`config.mk`:
```
export PLATFORM = sky130hd
export DESIGN_NAME = vec_issue_sequencer
export DESIGN_NICKNAME = d
export VERILOG_FILES = /design/src/rtl/vec_issue_sequencer.sv
export SDC_FILE = /design/constraint.sdc
export NUM_CORES = 2
export LEC_CHECK = 0
export ABC_CLOCK_PERIOD_IN_PS = 4800
export BUFFER_PORTS_ARGS = -buffer_cell sky130_fd_sc_hd__buf_2
export CAP_MARGIN = 10
export CORE_UTILIZATION = 25
export CTS_BUF_LIST = sky130_fd_sc_hd__clkbuf_4 sky130_fd_sc_hd__clkbuf_8 sky130_fd_sc_hd__clkbuf_16
export DETAILED_ROUTE_END_ITERATION = 12
export GPL_TIMING_DRIVEN = 1
export SLEW_MARGIN = 20
export SYNTH_ARGS = -nofsm -noshare
export SYNTH_HDL_FRONTEND = slang
export SYNTH_SLANG_ARGS = --single-unit
```
`constraint.sdc`:
```
create_clock -name clk -period 4.8 [get_ports clk]
set_input_delay 0.24 -clock clk [delete_from_list [all_inputs] [get_ports clk]]
set_output_delay 0.24 -clock clk [all_outputs]
set_load 0.1 [all_outputs]
```
`src/rtl/vec_issue_sequencer.sv`:
```
// Vector issue sequencer: holds one decoded op and streams its operands to the
// exec pipes as NPIPE-lane beats; a scalar op is a single lane-0 beat.
module vec_issue_sequencer #(
    parameter int LANES  = 16,
    parameter int LANE_W = 16,
    parameter int NPIPE  = 4
) (
    input  logic                      clk,
    input  logic                      rst_n,
    input  logic                      flush,
    input  logic                      in_valid,
    output logic                      in_ready,
    input  logic [15:0]               in_pc,
    input  logic [3:0]                in_opcode,
    input  logic [3:0]                in_rt,
    input  logic                      in_scalar,
    input  logic [4:0]                in_len,
    input  logic [LANES*LANE_W-1:0]   in_va,
    input  logic [LANES*LANE_W-1:0]   in_vb,
    output logic                      out_valid,
    input  logic                      out_ready,
    output logic [NPIPE-1:0]          out_lane_en,
    output logic [NPIPE*LANE_W-1:0]   out_a,
    output logic [NPIPE*LANE_W-1:0]   out_b,
    output logic [1:0]                out_group,
    output logic                      out_last,
    output logic [15:0]               out_pc,
    output logic [3:0]                out_opcode,
    output logic [3:0]                out_rt
);
    localparam int LEN_W = 5;
    localparam int GRP_W = 2;
    localparam int VEC_W = LANES * LANE_W;
    localparam int BEAT_W = NPIPE * LANE_W;

    localparam logic [0:0] ST_IDLE  = 1'b0;
    localparam logic [0:0] ST_ISSUE = 1'b1;

    logic [0:0]         state_r,   state_s;
    logic [VEC_W-1:0]   va_r,      va_s;
    logic [VEC_W-1:0]   vb_r,      vb_s;
    logic [LEN_W-1:0]   len_r,     len_s;
    logic               valid_r,   valid_s;
    logic [NPIPE-1:0]   lane_en_r, lane_en_s;
    logic [BEAT_W-1:0]  a_r,       a_s;
    logic [BEAT_W-1:0]  b_r,       b_s;
    logic [GRP_W-1:0]   group_r,   group_s;
    logic               last_r,    last_s;
    logic [15:0]        pc_r,      pc_s;
    logic [3:0]         opcode_r,  opcode_s;
    logic [3:0]         rt_r,      rt_s;

    logic [LEN_W-1:0]   eff_len_s;
    logic               ready_s, load_s, step_s, done_s;
    logic [VEC_W-1:0]   src_va_s, src_vb_s;
    logic [LEN_W-1:0]   src_len_s;
    logic [GRP_W-1:0]   src_grp_s;

    function automatic logic [NPIPE-1:0] lane_en_f(input logic [LEN_W-1:0] len,
                                                   input logic [GRP_W-1:0] grp);
        lane_en_f = {NPIPE{1'b0}};
        for (int i = 0; i < NPIPE; i++) begin
            lane_en_f[i] = ((int'(grp) * NPIPE + i) < int'(len));
        end
    endfunction

    // Disabled pipes carry zero so downstream never sees stale lanes.
    function automatic logic [BEAT_W-1:0] lanes_f(input logic [VEC_W-1:0] vec,
                                                  input logic [LEN_W-1:0] len,
                                                  input logic [GRP_W-1:0] grp);
        int idx;
        lanes_f = {BEAT_W{1'b0}};
        for (int i = 0; i < NPIPE; i++) begin
            idx = int'(grp) * NPIPE + i;
            if (idx < int'(len)) begin
                lanes_f[i*LANE_W +: LANE_W] = vec[idx*LANE_W +: LANE_W];
            end else begin
                lanes_f[i*LANE_W +: LANE_W] = {LANE_W{1'b0}};
            end
        end
    endfunction

    function automatic logic last_f(input logic [LEN_W-1:0] len,
                                    input logic [GRP_W-1:0] grp);
        last_f = (int'(grp) == ((int'(len) + NPIPE - 1) / NPIPE) - 1);
    endfunction

    // Handshake decode and selection of the operand source for the next beat.
    always_comb begin
        eff_len_s = in_scalar ? 5'd1 : ((in_len > 5'd16) ? 5'd16 : in_len);
        ready_s   = !flush && ((state_r == ST_IDLE) || (valid_r && out_ready && last_r));
        load_s    = in_valid && ready_s && (eff_len_s != 5'd0);
        step_s    = (state_r == ST_ISSUE) && out_ready && !last_r;
        done_s    = (state_r == ST_ISSUE) && out_ready && last_r;
        if (load_s) begin
            src_va_s  = in_va;
            src_vb_s  = in_vb;
            src_len_s = eff_len_s;
            src_grp_s = 2'd0;
        end else begin
            src_va_s  = va_r;
            src_vb_s  = vb_r;
            src_len_s = len_r;
            src_grp_s = group_r + 2'd1;
        end
    end

    // Next-state: flush beats everything, then a new op, then beat advance/retire.
    always_comb begin
        state_s   = state_r;
        va_s      = va_r;
        vb_s      = vb_r;
        len_s     = len_r;
        valid_s   = valid_r;
        lane_en_s = lane_en_r;
        a_s       = a_r;
        b_s       = b_r;
        group_s   = group_r;
        last_s    = last_r;
        pc_s      = pc_r;
        opcode_s  = opcode_r;
        rt_s      = rt_r;
        if (flush || (done_s && !load_s)) begin
            state_s   = ST_IDLE;
            len_s     = 5'd0;
            valid_s   = 1'b0;
            lane_en_s = {NPIPE{1'b0}};
            a_s       = {BEAT_W{1'b0}};
            b_s       = {BEAT_W{1'b0}};
            group_s   = 2'd0;
            last_s    = 1'b0;
            pc_s      = 16'd0;
            opcode_s  = 4'd0;
            rt_s      = 4'd0;
        end else if (load_s || step_s) begin
            state_s   = ST_ISSUE;
            va_s      = src_va_s;
            vb_s      = src_vb_s;
            len_s     = src_len_s;
            valid_s   = 1'b1;
            lane_en_s = lane_en_f(src_len_s, src_grp_s);
            a_s       = lanes_f(src_va_s, src_len_s, src_grp_s);
            b_s       = lanes_f(src_vb_s, src_len_s, src_grp_s);
            group_s   = src_grp_s;
            last_s    = last_f(src_len_s, src_grp_s);
            if (load_s) begin
                pc_s     = in_pc;
                opcode_s = in_opcode;
                rt_s     = in_rt;
            end else begin
                pc_s     = pc_r;
                opcode_s = opcode_r;
                rt_s     = rt_r;
            end
        end else begin
            state_s = state_r;
        end
    end

    // State and output registers.
    always_ff @(posedge clk or negedge rst_n) begin
        if (!rst_n) begin
            state_r   <= ST_IDLE;
            va_r      <= {VEC_W{1'b0}};
            vb_r      <= {VEC_W{1'b0}};
            len_r     <= 5'd0;
            valid_r   <= 1'b0;
            lane_en_r <= {NPIPE{1'b0}};
            a_r       <= {BEAT_W{1'b0}};
            b_r       <= {BEAT_W{1'b0}};
            group_r   <= 2'd0;
            last_r    <= 1'b0;
            pc_r      <= 16'd0;
            opcode_r  <= 4'd0;
            rt_r      <= 4'd0;
        end else begin
            state_r   <= state_s;
            va_r      <= va_s;
            vb_r      <= vb_s;
            len_r     <= len_s;
            valid_r   <= valid_s;
            lane_en_r <= lane_en_s;
            a_r       <= a_s;
            b_r       <= b_s;
            group_r   <= group_s;
            last_r    <= last_s;
            pc_r      <= pc_s;
            opcode_r  <= opcode_s;
            rt_r      <= rt_s;
        end
    end

    assign in_ready    = ready_s;
    assign out_valid   = valid_r;
    assign out_lane_en = lane_en_r;
    assign out_a       = a_r;
    assign out_b       = b_r;
    assign out_group   = group_r;
    assign out_last    = last_r;
    assign out_pc      = pc_r;
    assign out_opcode  = opcode_r;
    assign out_rt      = rt_r;
endmodule

```
# After elaboration in Yosys (flattened, before gate mapping)

Index checks and enable logic that the tools add are counted.

Register bits: 677
Output and inout port bits: 161
Logic and storage cells: 93

$add $sub $neg: 8
Magnitude comparators: 5
Equality and inequality tests: 1
Shifts and indexed selects: 8
Muxes and demuxes: 37
Bitwise gates (word level): 3
Reduce and logical (&&, ||, !) cells: 19

Operator list:

| kind                                                | number |
|---|---|
| variable part select 256 x 10 -> 16 bit             | 3 |
| variable part select 256 x 32 -> 16 bit             | 3 |
| 2-to-1 mux 256 bit                                  | 2 |
| variable part select 256 x 9 -> 16 bit              | 2 |
| 2-to-1 mux 64 bit                                   | 4 |
| 2-to-1 mux 16 bit                                   | 11 |
| adder 32 x 1 -> 32 bit                              | 1 |
| == test 3 x 32 -> 1 bit                             | 1 |
| 2-to-1 mux 4 bit                                    | 8 |
| subtractor 32 x 2 -> 32 bit (second input constant) | 1 |
| 2-to-1 mux 5 bit                                    | 5 |
| less-than comparator 5 bit                          | 3 |
| adder 4 x 2 -> 5 bit (second input constant)        | 2 |
| logical AND 1 bit                                   | 7 |
| subtractor 6 x 1 -> 7 bit (second input constant)   | 1 |
| adder 5 x 3 -> 6 bit (second input constant)        | 1 |
| 2-to-1 mux 2 bit                                    | 3 |
| adder 4 x 1 -> 5 bit (second input constant)        | 1 |
| > comparator 5 bit (second input constant)          | 1 |
| less-than comparator 4 x 5 -> 1 bit                 | 1 |
| nonzero test 5 bit                                  | 1 |
| 2-to-1 mux 1 bit                                    | 4 |
| AND reduction 2 bit                                 | 2 |
| nonzero test 2 bit                                  | 2 |
| other kinds (6)                                     | 11 |

# Depth between registers and ports, before layout

Word-level depth: 16
Gate-level depth with buffers: 17

# Worst setup path before layout

OpenSTA, ideal clock, no wires.

Path kind: register to register
From: reg last_r, in the netlist out_last
To: reg b_r[45], in the netlist out_b[45]
Library setup time: 0.083 ns
Data arrival time: 3.929 ns
Setup slack: 0.788 ns
Cell stages (with the launch flop): 17
Path buffers: 5
Period minus slack after synthesis: 4.012 ns
Cells stage by stage: dfrtp_1 -> a21bo_2 -> o2111a_1 -> clkbuf_1 -> buf_2 -> buf_2 -> buf_1 -> nand3_1 -> nand2_1 -> ha_1 -> nor2b_1 -> o21a_1 -> mux2_1 -> a211oi_1 -> o21ai_2 -> buf_2 -> o21ai_0

Longest elaborated chain between the ends: 11

RTL lines:

| what                                                                                  | RTL line | text |
|---|---|---|
| start, declared                                                                       | 48       | `logic last_r, last_s;` |
| start signal, assigned                                                                | 186      | `last_r <= last_s;` |
| logical AND 1 bit                                                                     | 94       | `done_s = (state_r == ST_ISSUE) && out_ready && last_r;` |
| logical OR 1 bit                                                                      | 91       | `ready_s = !flush && ((state_r == ST_IDLE) \|\| (valid_r && out_ready && last_r));` |
| logical AND 1 bit                                                                     | 91       |  |
| logical AND 1 bit (2 in series)                                                       | 92       | `load_s = in_valid && ready_s && (eff_len_s != 5'd0);` |
| 2-to-1 mux 2 bit                                                                      | 95       | `if (load_s) begin` |
| adder 4 x 2 -> 5 bit                                                                  | 74       | `idx = int'(grp) * NPIPE + i;` |
| variable part select 256 x 10 -> 16 bit or less-than comparator 5 bit (tied branches) | 76, 75   |  |
| 2-to-1 mux 16 bit                                                                     | 75       | `if (idx < int'(len)) begin` |
| 2-to-1 mux 64 bit                                                                     | 135      | `end else if (load_s \|\| step_s) begin` |
| 2-to-1 mux 64 bit                                                                     | 123      | `if (flush \|\| (done_s && !load_s)) begin` |
| end signal, assigned                                                                  | 170      | `b_r <= {BEAT_W{1'b0}};` |
| end signal, assigned                                                                  | 184      | `b_r <= b_s;` |
| end, declared                                                                         | 46       | `logic [BEAT_W-1:0] b_r, b_s;` |

Parallel ways exist; a longest one is shown, timed or not. The select of a mux whose other input is x is not followed.
A chain may end at the register's enable or synchronous reset.

# Worst setup path after layout

From: in in_len[1]
To: reg b_r[36], in the netlist out_b[36]

Longest elaborated chain between the ends: 11

RTL lines:

| what                                                                                  | RTL line | text |
|---|---|---|
| start, declared                                                                       | 17       | `input logic [4:0] in_len,` |
| > comparator 5 bit                                                                    | 90       | `eff_len_s = in_scalar ? 5'd1 : ((in_len > 5'd16) ? 5'd16 : in_len);` |
| 2-to-1 mux 5 bit (*) (2 in series)                                                    | 90       |  |
| nonzero test 5 bit                                                                    | 92       |  |
| logical AND 1 bit                                                                     | 92       |  |
| 2-to-1 mux 2 bit                                                                      | 95       |  |
| adder 4 x 2 -> 5 bit                                                                  | 74       |  |
| variable part select 256 x 10 -> 16 bit or less-than comparator 5 bit (tied branches) | 76, 75   |  |
| 2-to-1 mux 16 bit                                                                     | 75       |  |
| 2-to-1 mux 64 bit                                                                     | 135      |  |
| 2-to-1 mux 64 bit                                                                     | 123      |  |

Mark *: on every way between the ends. The rest lies on a longest branch, timed or not. The select of a mux whose other input is x is not followed.

==> metrics <==
run status complete, but fails checks; failing checks design-rule violations; largest net degree at the start of global routing 169; Net Count, Synth 3655; number of antenna violations at the first check in global routing 20; most frequently used flop master after synthesis sky130_fd_sc_hd__dfrtp_1; placed wire-length estimate after detailed placement 66800 um; max-slew headroom at the worst pin 34.1%; total power of the final layout 17.4 mW; peak supply drop 0.248 mV; root buffer cell sky130_fd_sc_hd__clkbuf_16; synthesis-stage register bit count 677; fin crit period 3.84 ns; number of global-route vias before repair 27987; FF-to-FF End out_b[36]; relative contribution of sequential cells to total power 40.3%; placed cell areas 34400 sq um; weighted congestion at the end of routability-driven global placement 0.857; top area cells in the synthesized netlist sky130_fd_sc_hd__dfrtp_1 (58%), sky130_fd_sc_hd__nand2_1 (21%), sky130_fd_sc_hd__mux2i_1 (4.4%), sky130_fd_sc_hd__a22o_1 (2.7%), sky130_fd_sc_hd__a22oi_1 (2.5%); area leader, netlist sky130_fd_sc_hd__dfrtp_1; total DRC errors in the routed layout 4; EDFF count, synth 0; Logic pwr share 21.8%; non-filler cells in the finished layout 5864; leading cell type in the layout, fill and taps excluded sky130_fd_sc_hd__nand2_1; area taken by multi-input logic gates 11500 sq um; average via count per standard cell 4.61; synthesized area 29300 sq um; part of the power in the clock network 37.9%; fraction of layout cells with a size suffix above 1 22.7%; Detailed Route WL 107000 um; post-CTS setup buffer count 0; Die Y 344 um; final hold violations 0; ratio of final minimum period to clock period 80.0%; Least-Margin Pin Slew 0.989 ns; highest achievable clock rate 261 MHz; GRT Residual Overflow 0; fraction of registers with async set or reset after synthesis 100%; sequential cell area fraction in the yosys report 57.9%; dpl cells 5158; total global routing track utilization 17.5%; IO buf count 707; maximum root-to-sink buffer count 3; sw frac 31.6%; max-cap violation count 0; area taken by flip-flops and latches 16900 sq um; YS warnings 0; post-layout net count 4812; RSZ-0062 raised after global routing no; aggregate negative setup slack 0 ns; starting density of the core 25.2%; TritonCTS clock tree yes; crit path capture out_b[36]; clock skew after layout 0.0187 ns; final std cell area, no fill 42700 sq um; number of optimization iterations in the first detailed-route pass 11; I/O pins 708; clock insertion delay at the later pin of the skew report 0.64 ns; wire length per cell 18.2 um; met3 usage in global routing 3.74%; source of the worst register-to-register timing path out_valid; Die ar. 118000 sq um; arrival time of the worst setup path 4.33 ns; highest-count cells in the layout ignoring fill and taps sky130_fd_sc_hd__nand2_1 (1614), sky130_fd_sc_hd__buf_2 (706), sky130_fd_sc_hd__dfrtp_1 (675); total of cells resized after clock tree synthesis 0; wire length of the first global-routing pass 162000 um; Post-Synthesis Mean Instance Area 9.43 sq um; Clock Sinks 677; number of nets with antenna violations after detailed routing 0; Initial DRC Count 1870; H-tree depth 3; end-of-flow core utilization 36.8%; most crowded layer after global routing met2; routing usage on met2 27.9%; Vias 27032; WS Path Type in2reg; Max Fanout on Critical Path 18; Hold/Removal Path Class in2reg; Switch Pwr 5.50 mW; slack of the worst reg-to-reg path 1.04 ns; clock buffers created by TritonCTS 82; Final Max Tran Viols 0; horizontal die dimension 344 um; Worst R2R Path Depth 12; setup violators final 0; Leakage Power 21.8 nW; Placement Rows 125; Setup crit end kind flop; CP Data Required Time 5.29 ns; global routing usage on met1 22.7%; synth unique cells 50; power density normalized to cell area 407 nW/um^2; portion of synthesized cell area occupied by the leading cell type 57.9%; internal portion of total power 11.9 mW; Clock Pin Slew Worst Setup and Hold Paths 0.06 ns; Area growth syn-to-layout 46.0%; gate count of the mapped netlist 3104; Filler Cell Count 11498; worst setup path start in_len[1]; Worst Setup Start Kind input port; core outline area 116000 sq um
==> cells in the mapped netlist, types with 5 or more instances <==
cell                       count
sky130_fd_sc_hd__nand3_1       5
sky130_fd_sc_hd__a21oi_1       8
sky130_fd_sc_hd__o21ai_0      21
sky130_fd_sc_hd__a22oi_1      96
sky130_fd_sc_hd__clkbuf_1    128
sky130_fd_sc_hd__nor2_1       11
sky130_fd_sc_hd__o221ai_1     64
sky130_fd_sc_hd__a22o_1       90
sky130_fd_sc_hd__dfrtp_1     677
sky130_fd_sc_hd__buf_2        71
sky130_fd_sc_hd__nor2b_1       5
sky130_fd_sc_hd__o221a_2      32
sky130_fd_sc_hd__buf_1        16
sky130_fd_sc_hd__nand2_1    1615
sky130_fd_sc_hd__mux4_2       32
sky130_fd_sc_hd__mux2i_1     128
sky130_fd_sc_hd__o21ai_1      51
==> flip-flops by register name (all words and copies together) (netlist names), 4 cells and up <==
register / count
len_r: 5
out_a: 64
out_b: 64
out_lane_en: 4
out_opcode: 4
out_pc: 16
out_rt: 4
va_r: 256
vb_r: 256
==> cells by family (layout without fill, tap and decap cells) <==
kind of cell               after synthesis  after routing  share of synthesized area (%)
and+or+nand+nor                       1653           1653                           21.4
xor gates and xnor gates                 4              4                          0.120
AOI/OAI and AO/OA                      386            386                           10.4
adders and majority gates                4              4                          0.171
muxes                                  161            161                           6.88
buffers and inverters                  219           1442                           3.12
other                                    0             13                              0
DFF                                    677            677                           57.9
==> stage by stage <==
step           hold slack [ns]  setup slack (ns)
4_1_cts                 0.0194              1.07
2_1_floorplan          -0.0556             0.788
3_5_place_dp             0.394             0.925
5_1_grt                 0.0659             0.817
6_report                0.0987             0.961
3_3_place_gp             0.397             0.941
==> power groups by stage <==
| stage | registers (mW) | clock network (mW) | logic [mW] |
|---|---|---|---|
| after global placement | 7.06 | 0 | 3.37 |
| after CTS | 6.99 | 6.80 | 3.80 |
| after floorplan | 7.77 | 0 | 1.60 |
| after global routing | 7.10 | 7.02 | 4.12 |
| final | 7.01 | 6.60 | 3.79 |
| after detailed placement | 7.08 | 0 | 3.42 |
==> area by class of cell <==
| class | instances | area share [%] |
|---|---|---|
| diodes | 13 | 0.0761 |
| clock buffers | 109 | 5.65 |
| clock inverters | 41 | 1.12 |
| inverters | 3 | 0.0264 |
| multi-input cells | 2208 | 26.9 |
| flip-flops and latches | 677 | 39.7 |
| well taps | 1524 | 4.46 |
| repair buffers | 1289 | 22.1 |
==> per-layer routing <==
metal	routed length, um	up-vias	share of wire [%]
met3	6440	294	6.0
met4	4610	14	4.3
met1	46100	13154	43
met2	49700	942	46
met5	77	-	0.072
li1	-	12628	-
==> worst min-delay path by stage <==
stage	start	end	slack, ns	cells after the start
6_report	in_valid	va_r[202]	0.1	4
3_5_place_dp	rst_n	out_a[50]	0.39	1
3_3_place_gp	rst_n	out_a[50]	0.40	1
5_1_grt	in_valid	va_r[201]	0.07	4
4_1_cts	in_valid	va_r[137]	0.02	4
2_1_floorplan	rst_n	len_r[0]	-0.06	0
==> worst max-delay path: stages <==
cell	delay, ns
sky130_fd_sc_hd__dlygate4sd3_1	0.53
sky130_fd_sc_hd__buf_2	0.16
sky130_fd_sc_hd__or4_4	0.56
sky130_fd_sc_hd__o2111a_4	0.39
sky130_fd_sc_hd__and3_1	0.22
sky130_fd_sc_hd__a21oi_1	0.22
sky130_fd_sc_hd__ha_1	0.24
sky130_fd_sc_hd__nand2_1	0.09
sky130_fd_sc_hd__a21oi_1	0.19
sky130_fd_sc_hd__mux2_1	0.19
sky130_fd_sc_hd__a211oi_1	0.08
sky130_fd_sc_hd__o21ai_4	0.58
sky130_fd_sc_hd__buf_4	0.43
sky130_fd_sc_hd__o21ai_0	0.15
==> repair_timing <==
| action | CTS | global route |
|---|---|---|
| hold buffers | 543 | 0 |
| endpoints found under the setup margin | 0 | 0 |
| hold endpoints to repair | 758 | 0 |
(Power assumes the default switching activity.)
